File: src/rtl/dma_region_guard.sv
// DMA access monitor: checks each DMA cycle against up to four protected regions and holds the
// core in reset after a violation. Optional violation log is enabled by defining DMA_GUARD_LOG_EN.
module dma_region_guard #(
  parameter int unsigned NREG          = 4,
  parameter logic [63:0] REG_BASE      = {16'hFFC0, 16'h0000, 16'h0000, 16'h0B00},
  parameter logic [63:0] REG_SIZE      = {16'h001F, 16'h0000, 16'h0000, 16'h0C00},
  parameter logic [3:0]  REG_WO        = 4'b1000,
  parameter logic [15:0] RESET_HANDLER = 16'h0000,
  parameter logic [7:0]  KILL_CYCLES   = 8'd4
) (
  input  logic        clk,
  input  logic        rst,
  input  logic [15:0] pc,
  input  logic [15:0] dma_addr,
  input  logic        dma_en,
  input  logic        dma_we,
  input  logic        log_clr,
  output logic        reset,
  output logic        viol_valid,
  output logic [15:0] viol_addr,
  output logic [1:0]  viol_region,
  output logic [7:0]  viol_count
);

  typedef enum logic [0:0] {StKill, StRun} state_e;

  state_e      state_q, state_d;
  logic [7:0]  cnt_q, cnt_d;
  logic [3:0]  viol_vec;
  logic        viol;
  logic [1:0]  first_region;

  // Range checks use widened subtraction so base+size never wraps and no constant compares arise.
  for (genvar i = 0; i < 4; i++) begin : g_region
    localparam logic [15:0] Base   = REG_BASE[16*i +: 16];
    localparam logic [15:0] Size   = REG_SIZE[16*i +: 16];
    localparam logic [16:0] Limit  = {1'b0, Base} + {1'b0, Size};
    localparam bit          Active = (i < int'(NREG)) && (Size != 16'h0000);

    logic [16:0] lo_diff;
    logic [17:0] hi_diff;
    logic        hit;

    assign lo_diff     = {1'b0, dma_addr} - {1'b0, Base};
    assign hi_diff     = {2'b00, dma_addr} - {1'b0, Limit};
    assign hit         = Active && !lo_diff[16] && hi_diff[17];
    assign viol_vec[i] = hit && dma_en && (REG_WO[i] ? dma_we : 1'b1);
  end

  assign viol = |viol_vec;

  always_comb begin
    first_region = 2'd0;
    for (int i = 3; i >= 0; i--) begin
      if (viol_vec[i]) first_region = 2'(i);
    end
  end

  // State register
  always_ff @(posedge clk) begin
    if (rst) begin
      state_q <= StKill;
      cnt_q   <= KILL_CYCLES;
    end else begin
      state_q <= state_d;
      cnt_q   <= cnt_d;
    end
  end

  // Next-state logic
  always_comb begin
    state_d = state_q;
    cnt_d   = cnt_q;
    case (state_q)
      StRun: begin
        if (viol) begin
          state_d = StKill;
          cnt_d   = KILL_CYCLES;
        end
      end
      StKill: begin
        if (viol) begin
          cnt_d = KILL_CYCLES;
        end else if (cnt_q != 8'd0) begin
          cnt_d = cnt_q - 8'd1;
        end else if (pc == RESET_HANDLER) begin
          state_d = StRun;
        end
      end
      default: begin
        state_d = StKill;
        cnt_d   = KILL_CYCLES;
      end
    endcase
  end

  // Output logic: reset mirrors the state register, so there is no combinational path from DMA.
  always_comb begin
    reset = (state_q == StKill);
  end

`ifdef DMA_GUARD_LOG_EN
  logic        log_valid_q, log_valid_d;
  logic [15:0] log_addr_q, log_addr_d;
  logic [1:0]  log_region_q, log_region_d;
  logic [7:0]  log_count_q, log_count_d;

  always_ff @(posedge clk) begin
    if (rst) begin
      log_valid_q  <= 1'b0;
      log_addr_q   <= 16'h0000;
      log_region_q <= 2'd0;
      log_count_q  <= 8'd0;
    end else begin
      log_valid_q  <= log_valid_d;
      log_addr_q   <= log_addr_d;
      log_region_q <= log_region_d;
      log_count_q  <= log_count_d;
    end
  end

  // Clear first, then capture, so a simultaneous clear and violation leaves a fresh entry.
  always_comb begin
    log_valid_d  = log_valid_q;
    log_addr_d   = log_addr_q;
    log_region_d = log_region_q;
    log_count_d  = log_count_q;
    if (log_clr) begin
      log_valid_d  = 1'b0;
      log_addr_d   = 16'h0000;
      log_region_d = 2'd0;
      log_count_d  = 8'd0;
    end
    if (viol) begin
      if (!log_valid_d) begin
        log_valid_d  = 1'b1;
        log_addr_d   = dma_addr;
        log_region_d = first_region;
      end
      if (log_count_d != 8'hFF) log_count_d = log_count_d + 8'd1;
    end
  end

  assign viol_valid  = log_valid_q;
  assign viol_addr   = log_addr_q;
  assign viol_region = log_region_q;
  assign viol_count  = log_count_q;
`else
  logic unused_log;
  assign unused_log  = log_clr ^ (^first_region);

  assign viol_valid  = 1'b0;
  assign viol_addr   = 16'h0000;
  assign viol_region = 2'd0;
  assign viol_count  = 8'd0;
`endif

endmodule
File: config.mk
export PLATFORM = sky130hd
export DESIGN_NAME = dma_region_guard
export DESIGN_NICKNAME = d
export VERILOG_FILES = /design/src/rtl/dma_region_guard.sv
export SDC_FILE = /design/constraint.sdc
export NUM_CORES = 1
export LEC_CHECK = 0
export ABC_AREA = 1
export ABC_CLOCK_PERIOD_IN_PS = 1650
export CAP_MARGIN = 0
export CORE_ASPECT_RATIO = 0.9
export CORE_MARGIN = 1
export CORE_UTILIZATION = 33
export DETAILED_ROUTE_END_ITERATION = 16
export PLACE_DENSITY = 0.8
export SLEW_MARGIN = 15
export SYNTH_ARGS = -nofsm -noshare
export SYNTH_HDL_FRONTEND = slang
export SYNTH_SLANG_ARGS = --single-unit
File: constraint.sdc
create_clock -name clk -period 1.65 [get_ports clk]
set_input_delay 0.33 -clock clk [delete_from_list [all_inputs] [get_ports clk]]
set_output_delay 0.33 -clock clk [all_outputs]
set_load 0.05 [all_outputs]
==> run summary, run 1 <==
The hold violation total from the final report is 0, and the number of flip-flops and latches in the synthesized netlist is 9. The proportion of layout cells with a drive suffix above 1 was 11.4%. The wire length of the first global-routing pass is 2.96 mm, and the final max-slew violation count is 0. The number of clock sinks seen by CTS is 9, and the number of filler instances in the final layout is 244. The detailed-route via count is 844. Entering global routing, the biggest net connects 9 pins.

The logs give 2 for the maximum root-to-sink buffer count and 0.141 ns for the smallest setup slack after layout. The level count of the clock H-tree is 1, and the internal power component is 0.000703 W. The logs give 0.27 ns for the clock latency at the later pin of the worst-skew pair and 0 for the overflow left after global routing.

The half-perimeter wire length after detailed placement is 1.50 mm, and the power after layout is 0.00133 W. The sequential share of the synthesized area was 21.2%. For this design the ratio of total power to cell area is 1090 nW/um^2. In this run the power spent charging and discharging nets is 0.000627 W. Per report_power, the sequential group accounts for 27.9% of the total. After floorplanning, the core was sized to cover 2450 um^2. A synthesized cell averages 6.49 um^2. In this run the clock root is driven by a clkbuf_4. For the clock group share of total power, the log shows 13.1%.

The worst setup path is of the flop to flop kind. TritonCTS built the clock tree. The worst setup path is launched from a flop. At the end of the flow, the number of nets in the layout was 214.

The via count of the first global-routing pass is 740, and the count of maximum capacitance violations is 0. The tools report the endpoint type of the worst setup path as a flop. The tools report the number of diodes added for antenna fixing as 0. For this block, the initial DRC count from the detailed router was 12. The cell count after synthesis came out at 131. For the post-placement cell area, the log shows 1180 um^2. The die is 55.5 um wide. Count of antenna-violating nets left after detailed routing: 0. The clock-pin slew on the worst setup and hold paths came out at 0.06 ns. The core utilization of the finished layout was 49.8%; the critical-path maximum fanout was 8. The worst setup skew after layout is 0.00360 ns, and the total detailed-routing wirelength is 1.73 mm. Static leakage: 0.589 nW. The total die area came out at 2790 um^2. The count of input and output buffers is 36, and the setup slack at placement is -0.0444 ns. The combinational share of power is 59.0%, and the wire length per cell after detailed routing is 8.51 um. Pin placement for this block handled 65 I/O pins. Yosys mapped the design onto 23 distinct sky130hd cell types.

Hold repair after CTS inserted 0 buffers. The Yosys step of the flow raised 0 warnings. The upper clock frequency limit is 0.663 GHz. The logs give 3 for the number of clock buffers inserted by TritonCTS and 1.67 ns for the data arrival time at the worst-slack endpoint. From synthesis to final layout, the design area changed by 43.1%. The library cells used most frequently in the layout, excluding fill and tap cells, are clkdlybuf4s50_1, nand2_1, conb_1. Kind of path behind the tightest hold check: flop to flop.

Across the VDD grid, the largest voltage drop is 0.723 mV. The detail-routed via count per cell was 4.16; the vertical die dimension was 50.2 um. Total global routing track utilization: 13.4%. Row count: 17. Net switching is 47.1% of the power. At the worst endpoint, the required time is 1.81 ns. For the initial cell density of the core, the log shows 34.8%.

After detailed routing, the number of remaining DRC violations is 0. Final weighted congestion in routability-driven placement: 0.769. The number of antenna violations at the first check in global routing is 0, and the final number of setup-violating endpoints is 0. The tools report the design area as 1220 um^2. Setup repair after global routing left no endpoint under its margin. Leaving out fill and tap cells, the most frequent cell in the layout is clkdlybuf4s50_1. For the area of the mapped netlist, the log shows 851 um^2.

The time the worst path needs with I/O delays and setup is 1.51 ns. The first TritonRoute pass finished after 4 iterations. The flow ran to the end, and the final reports show no timing, DRC or antenna violations.

In the finished design, the share of the clock period the worst path needs comes to 91.4%. Across all hold checks on the routed design, the worst slack comes to 0.476 ns.
-- metrics by stage --
stage,std cells,setup TNS [ns]
global placement,198,-0.0573
global route,203,0
detailed placement,198,-0.149
finish,203,0
floorplan,157,0
CTS,202,0
-- kinds of logic (layout without fill, tap and decap cells) --
family | Yosys count | in the layout | share of synthesized area [%]
simple gates | 66 | 66 | 38.4
xor+xnor | 2 | 2 | 2.06
other cells | 1 | 27 | 0.441
buf+inv | 46 | 64 | 32.5
fa+ha+maj | 1 | 1 | 1.47
flops | 9 | 9 | 21.2
compound gates | 6 | 6 | 3.97
-- routing by layer --
layer	track usage [%]	wire [um]	vias to the layer above	part of all wire [%]
met4	6.25	38	0	2.2
met3	3.35	106	5	6.1
met5	0	0	-	0
met1	14.1	721	361	42
li1	-	-	448	-
met2	24.9	862	30	50
-- cell type report --
type / count / area [um^2] / area share [%]
multi-input cells: 102 / 492 / 40.4
repair buffers: 41 / 408 / 33.5
flip-flops and latches: 9 / 183 / 15.0
inverters: 19 / 73.8 / 6.06
well taps: 28 / 35.0 / 2.88
clock buffers: 4 / 26.3 / 2.16
-- registers in the layout, indices dropped and copies added (netlist names) --
| register | count |
|---|---|
| state_q | 1 |
| cnt_q | 8 |
-- power groups by stage --
stage | Sequential [W] | Clock, W | Combinational, W
after global placement | 0.000368 | 0 | 0.000751
after CTS | 0.000366 | 0.000179 | 0.000768
after floorplan | 0.000356 | 0 | 0.000636
after global routing | 0.000382 | 0.000189 | 0.000875
final | 0.000371 | 0.000175 | 0.000785
after detailed placement | 0.000371 | 0 | 0.000763
-- critical path, cell delays in order (launching register included) --
cell and delay [ns]:
dfxtp_2 0.34, inv_1 0.05, ha_1 0.21, nand2_2 0.09
inv_2 0.05, nand2_4 0.06, nor2_4 0.05, nor2_8 0.17
inv_4 0.07, nand2_1 0.10, o21ai_0 0.09, nand2_1 0.06
nand2_1 0.04
-- Yosys cell counts --
| cell type | count | area, um^2 |
|---|---|---|
| nor2_1 | 12 | 45.0 |
| conb_1 | 1 | 3.75 |
| a21oi_2 | 1 | 8.76 |
| nand4_1 | 5 | 31.3 |
| o21ai_0 | 1 | 5.00 |
| ha_1 | 1 | 12.5 |
| nor2_8 | 1 | 20.0 |
| nor3_1 | 2 | 10.0 |
| inv_2 | 2 | 7.51 |
| nor2_4 | 1 | 11.3 |
| inv_1 | 16 | 60.1 |
| nand2_2 | 1 | 6.26 |
| a21oi_1 | 4 | 20.0 |
| dfxtp_1 | 9 | 180 |
| buf_4 | 27 | 203 |
| nand2_4 | 1 | 11.3 |
| nand3_1 | 9 | 45.0 |
| nor3_2 | 1 | 10.0 |
| xor2_1 | 2 | 17.5 |
| nor4_1 | 4 | 25.0 |
| or2_1 | 1 | 6.26 |
| inv_4 | 1 | 6.26 |
| nand2_1 | 28 | 105 |
-- path summary, 6_finish.rpt --
path,startpoint,end,slack [ns],cells after the start
setup / recovery,cnt_q[0]$_SDFFE_PP0P_,cnt_q[2]$_SDFFE_PP1P_,0.14,12
setup reg to reg,cnt_q[0]$_SDFFE_PP0P_,cnt_q[2]$_SDFFE_PP1P_,0.14,12
hold reg to reg,cnt_q[6]$_SDFFE_PP0P_,cnt_q[6]$_SDFFE_PP0P_,0.48,2
hold / removal,cnt_q[6]$_SDFFE_PP0P_,cnt_q[6]$_SDFFE_PP0P_,0.48,2
-- what timing repair did --
item                                   in CTS  in global routing
resized for setup                           0                  2
setup buffers                               0                  1
endpoints found under the hold margin       0                  0
setup endpoints to repair                   0                  1
Power figures use the tool's default switching activity.
==> inputs of run 2 (changes only) <==
--- a/config.mk
+++ b/config.mk
@@ -7,12 +7,12 @@
 export LEC_CHECK = 0
 export ABC_AREA = 1
 export ABC_CLOCK_PERIOD_IN_PS = 1650
-export CAP_MARGIN = 0
 export CORE_ASPECT_RATIO = 0.9
 export CORE_MARGIN = 1
-export CORE_UTILIZATION = 33
+export CORE_UTILIZATION = 37
 export DETAILED_ROUTE_END_ITERATION = 16
-export PLACE_DENSITY = 0.8
+export DONT_BUFFER_PORTS = 1
+export PLACE_DENSITY = 0.52
 export SLEW_MARGIN = 15
 export SYNTH_ARGS = -nofsm -noshare
 export SYNTH_HDL_FRONTEND = slang
==> run summary, run 2 (synthesis gave the netlist of run 1 again) <==
The worst voltage drop across the vdd grid is 0.751 mV, and the vertical die dimension is 47.5 um. For this block, the via count after detailed routing is 709. The count of input and output buffers is 0, and the final period utilization is 89.9%. The power after layout was 0.00119 W. The hold violation total from the final report was 0; the static leakage was 0.424 nW. After detailed routing, the average wire length per cell comes to 8.73 um.

The number of clock sinks seen by CTS was 9; the data arrival time at the worst-slack endpoint was 1.68 ns. Upper clock frequency limit: 0.674 GHz. 65 I/O pins were placed. The run gives 0.166 ns as the smallest setup slack after layout.

Across the run, the number of max-cap violations was 0. The logs give 174 for the number of nets in the layout and 4 for the length of the first detailed-routing pass in iterations. The required arrival time at the worst endpoint is 1.84 ns. In the layout the commonest cells are nand2_1, conb_1, inv_1.

The number of antenna violations at the first check in global routing was 0. For the via count of the first global-routing pass, the log shows 596. For the total detailed-routing wirelength, the log shows 1.41 mm. The initial cell density of the core was 39.0%; the DRC violation total after the first TritonRoute iteration was 16. The level count of the clock H-tree was 1. The register with the most flip-flops in the layout has 8 of them.

Entering global routing, the biggest net connects 9 pins. The overflow left after global routing was 0. The number of hold buffers added after CTS came out at 0.

In the global route stage, overall resource usage came out at 13.4%. Routability-driven placement finished with a final weighted congestion of 0.716. The detail-routed via count per cell was 4.38. Final max-slew violation count: 0. The tools report the half-perimeter wire length after detailed placement as 1.21 mm. The worst setup path is launched from a flop. The worst register-to-register path has a setup slack of 0.17 ns. The die is 52.5 um wide.

In the final layout, the share of cells above drive strength 1 is 10.4%. The area growth from synthesis to final layout is -4.12%, and the row count is 16. Once detail routing completed, the nets flagged for antenna violations numbered 0.

For the core area, the log shows 2180 um^2. Adding up every negative setup slack in the final design gives 0 ns. The first global-routing pass estimated 2.42 mm of wire. TritonCTS built the clock tree.

The clock latency at the later pin of the worst-skew pair was 0.26 ns. Setup repair after global routing left no endpoint under its margin. Largest register by flop count: cnt_q. For this design the ratio of total power to cell area is 1460 nW/um^2. The clock passes through at most 2 buffers. The number of gates resized after CTS came out at 0.

The run gives 2500 um^2 as the total die area. The largest registers in the layout are cnt_q x8, state_q x1. Critical-path maximum fanout: 8. The worst setup skew after layout is 0.00596 ns, and the clock-pin slew on the worst setup and hold paths is 0.06 ns.

The final number of setup-violating endpoints is 0. For this run, the share of the core covered by cells in the final layout is 37.4%. The tools report the clock root buffer as clkbuf_4. The setup path with the least slack is of type flop to flop. The kind of path behind the tightest hold check was input pin to flop. The run finished with clean final reports. The smallest clock period supported by the final layout is computed as 1.48 ns. The logs give 0 for the number of post-CTS setup repair buffers and 0 for the final routed DRC violation total. The tools report the endpoint type of the worst setup path as a flop. The layout has 240 filler cells. The repair_antennas step left the layout with diodes totalling 0.

The number of clock buffers added by TritonCTS is 3. The setup slack at placement was 0.114 ns.
## run 2: cell count changes in the layout (fill, tap and decap cells not counted)
cell and change:
clkdlybuf4s50_1 -35, nand2_1 -1, buf_4 -4, dfxtp_1 +2
dfxtp_2 -2, buf_12 -1, nand2_2 +1
## run 2: worst max-delay path: stages, from the launching register on
cell	delay [ns]
dfxtp_1	0.36
inv_1	0.07
ha_1	0.21
nand2_2	0.09
inv_2	0.05
nand2_4	0.06
nor2_4	0.05
nor2_8	0.14
inv_4	0.06
or2_1	0.21
a21oi_2	0.11
## run 2: metal layers
metal	vias to the layer above	track usage [%]	routed length, um	part of all wire [%]
met5	-	0	0	0
met2	48	24.6	709	50
met4	0	3.16	7	0.50
met3	2	6.03	122	8.6
met1	293	14.4	574	41
li1	366	-	-	-
## run 2: per-stage QoR
step                instance area [um^2]  std cells  hold WS (ns)
finish                               816        162         0.135
CTS                                  813        162         0.122
global route                         816        162         0.113
floorplan                            948        157         0.399
detailed placement                   787        158         0.404
global placement                     787        158         0.402
## run 2: area by class of cell
type,count,area [um^2],area share (%)
inverter,19,73.8,9.05
timing repair buffer,1,7.51,0.920
multi-input combinational,102,494,60.6
clock buffer,4,26.3,3.22
tap,27,33.8,4.14
sequential,9,180,22.1
## run 2: worst paths after layout
| check | from | endpoint | depth (start not counted) |
|---|---|---|---|
| max | cnt_q[0]$_SDFFE_PP0P_ | cnt_q[1]$_SDFFE_PP0P_ | 10 |
| max reg2reg | cnt_q[0]$_SDFFE_PP0P_ | cnt_q[1]$_SDFFE_PP0P_ | 10 |
| min | rst | cnt_q[5]$_SDFFE_PP0P_ | 1 |
| min reg2reg | cnt_q[6]$_SDFFE_PP0P_ | cnt_q[6]$_SDFFE_PP0P_ | 2 |
## run 2: report_power, final
part	internal, W	switching, W	total, W
clock network	0.0000932	0.0000776	0.000171
registers	0.000299	0.0000668	0.000366
logic	0.000202	0.000455	0.000657
total	0.000594	0.000600	0.00119
==> inputs of run 3 (changes only) <==
--- a/config.mk
+++ b/config.mk
@@ -12,6 +12,7 @@
 export CORE_UTILIZATION = 37
 export DETAILED_ROUTE_END_ITERATION = 16
 export DONT_BUFFER_PORTS = 1
+export GPL_TIMING_DRIVEN = 0
 export PLACE_DENSITY = 0.52
 export SLEW_MARGIN = 15
 export SYNTH_ARGS = -nofsm -noshare
==> run summary, run 3 (synthesis gave the netlist of run 1 again) <==
The final max-slew violation count was 0. In the final routed layout, each cell accounts on average for 8.18 um. Walking the worst path, the cells encountered are inv_1 -> ha_1 -> nand2_2 -> inv_2 -> nand2_4 -> nor2_4 -> nor2_8 -> inv_4 -> nand2_1 -> o21ai_0 -> nand2_1 -> nand2_1. Using the TritonRoute via totals, the vias-per-cell ratio works out to 4.13. The total die area was 2500 um^2; the ratio of total power to cell area was 1260 nW/um^2. After layout, the worst path uses 91.9% of the clock period. The worst voltage drop across the vdd grid was 0.693 mV.

STA classifies the critical path startpoint as a flop. STA classifies the critical path endpoint as a flop. The cell depth of the worst flop-to-flop path came out at 12. In the final timing run, aggregate negative setup slack is 0 ns. The worst setup skew after layout is 0.00233 ns. For this run, the post-layout net count is 202. The post-route netlist has 25.8% of its cells at a drive strength greater than 1. The maximum root-to-sink buffer count was 2.

Clock root buffer: clkbuf_4. The congestion estimate from routability-driven global placement came to 0.733. The number of flip-flops in the largest register is 8. cnt_q holds more flip-flops than any other register. The level count of the clock H-tree is 1, and the required arrival time at the worst endpoint is 1.80 ns. The number of antenna violations at the first check in global routing came out at 0.

Biggest cell delay along the critical path: 0.36 ns. Total global routing track utilization: 13.8%. The first global-routing pass estimated 2.52 mm of wire.

Row generation in the floorplan step produced 16 rows. The core utilization of the finished layout was 47.0%. Critical hold path startpoint: rst.

The logs give 0 for the count of maximum capacitance violations and 0 for the overflow left after global routing. In the layout the commonest cells are buf_4, nand2_1, conb_1. The die is 47.5 um tall. For the pin with the worst max-slew slack, the measured transition is 0.515 ns. In this run, the number of DRC markers left after iteration 0 of detailed routing was 11. The logs give 39.0% for the initial cell density of the core and 0.26 ns for the clock latency at the later pin of the worst-skew pair.

The upper clock frequency limit is 0.659 GHz. Setup repair after global routing left no endpoint under its margin. The first detailed-routing pass ran for 4 iterations. The worst hold path stage count was 1. After clock tree synthesis, the clock-pin slew on the worst setup and hold paths is 0.06 ns.

The count of input and output buffers was 0; the half-perimeter wire length after detailed placement was 1.33 mm. The run gives 65 as the top-level port count. The via count of the first global-routing pass was 639. The run finished with clean final reports. TritonCTS built the clock tree. The critical register-to-register path startpoint was cnt_q[1]$_SDFFE_PP0P_.

Buffers inserted to repair hold after CTS numbered 0. For the final number of setup-violating endpoints, the log shows 0. For hold timing, the worst endpoint is cnt_q[5]$_SDFFE_PP0P_. By instance count, the cell type seen most on the critical path is nand2_1.

Entering global routing, the biggest net connects 9 pins. Relative to the synthesized area, the layout overhead comes to 20.4%. Headroom to the max-slew limit came out at 65.6%.

The routed layout has 785 vias. For the count of antenna-violating nets left after detailed routing, the log shows 0. For this run, design rule violations remaining after detail routing come to 0. Data arrives at the worst endpoint at 1.67 ns. The path class of the tightest hold or removal check is input pin to flop.

0 antenna diodes ended up in the layout. The worst register-to-register path ends at cnt_q[2]$_SDFFE_PP1P_. The hold violation total from the final report was 0. In this run the standard cell core region covers 2180 um^2. The number of buffers and inverters on the critical path is 3. The clock net in this run drives a total of 9 sinks.

Critical setup path kind: flop to flop. The routed design could run at a clock period as short as 1.52 ns. The largest registers in the layout are cnt_q x8, state_q x1. Width of the die: 52.5 um. For flop-to-flop paths, the worst setup slack is 0.13 ns.

The category of cells accounting for the largest share of critical-path delay was simple AND/OR/NAND/NOR gates. In this run the static leakage power is 0.575 nW. The critical-path maximum fanout is 7, and the total detailed-routing wirelength is 1.56 mm. The largest individual stage delay along the critical path comes from the cell dfxtp_1.

The number of clock buffers added by TritonCTS is 3. Leaving out fill and tap cells, the most frequent cell in the layout is buf_4.
-- run 3: changes by cell type in the layout (fill, tap and decap cells not counted) --
cell	delta
nand2_2	-1
dfxtp_2	+1
nand2_1	+1
dfxtp_1	-1
buf_4	+28
-- run 3: stage by stage --
stage | setup WS (ns) | instances | hold slack (ns) | total power (W) | instance area (um^2)
after detailed placement | 0.115 | 184 | 0.405 | 0.00108 | 982
after global routing | 0.00186 | 190 | 0.121 | 0.00141 | 1020
after CTS | 0.112 | 188 | 0.128 | 0.00125 | 1010
after floorplan | 0.280 | 157 | 0.399 | 0.000992 | 948
final | 0.134 | 190 | 0.136 | 0.00129 | 1020
after global placement | 0.137 | 184 | 0.402 | 0.00107 | 982
-- run 3: repair_timing --
item                                    CTS  global route
buffers inserted                          0             2
endpoints found under the setup margin    0             1
gates resized for setup                   0             1
-- run 3: worst max-delay path by stage --
stage	endpoint	slack, ns	start	cells past startpoint
final	cnt_q[2]$_SDFFE_PP1P_	0.13	cnt_q[1]$_SDFFE_PP0P_	12
after global routing	cnt_q[2]$_SDFFE_PP1P_	0.002	cnt_q[1]$_SDFFE_PP0P_	12
after CTS	cnt_q[2]$_SDFFE_PP1P_	0.11	cnt_q[0]$_SDFFE_PP0P_	12
after detailed placement	cnt_q[2]$_SDFFE_PP1P_	0.12	cnt_q[0]$_SDFFE_PP0P_	12
after global placement	cnt_q[2]$_SDFFE_PP1P_	0.14	cnt_q[0]$_SDFFE_PP0P_	12
after floorplan	cnt_q[1]$_SDFFE_PP0P_	0.28	cnt_q[0]$_SDFFE_PP0P_	10
-- run 3: worst register-to-register path, cell delays in order (launching register included) --
cell and delay, ns:
dfxtp_1 0.36, inv_1 0.06, ha_1 0.19, nand2_2 0.09
inv_2 0.05, nand2_4 0.06, nor2_4 0.05, nor2_8 0.17
inv_4 0.06, nand2_1 0.12, o21ai_0 0.10, nand2_1 0.06
nand2_1 0.04
-- run 3: cell type report --
cell class | count | area (um^2)
Sequential cell | 9 | 181
Buffer | 27 | 203
Inverter | 19 | 73.8
Tap cell | 27 | 33.8
Clock buffer | 4 | 26.3
Multi-Input combinational cell | 102 | 492
Timing Repair Buffer | 2 | 15.0
Fill cell | 224 | 1160
-- run 3: per-layer routing --
metal	GRT usage (%)	vias up	share of wire (%)
met5	0	-	0
met4	1.58	0	0.45
met3	6.35	2	11
met2	27.8	53	49
met1	13.5	307	39
li1	-	423	-
-- run 3: power breakdown --
| group | leakage (nW) | switching (W) | internal (W) |
|---|---|---|---|
| logic | 0.486 | 0.000476 | 0.000274 |
| clock network | 0.0150 | 0.0000758 | 0.0000931 |
| registers | 0.0742 | 0.0000667 | 0.000302 |
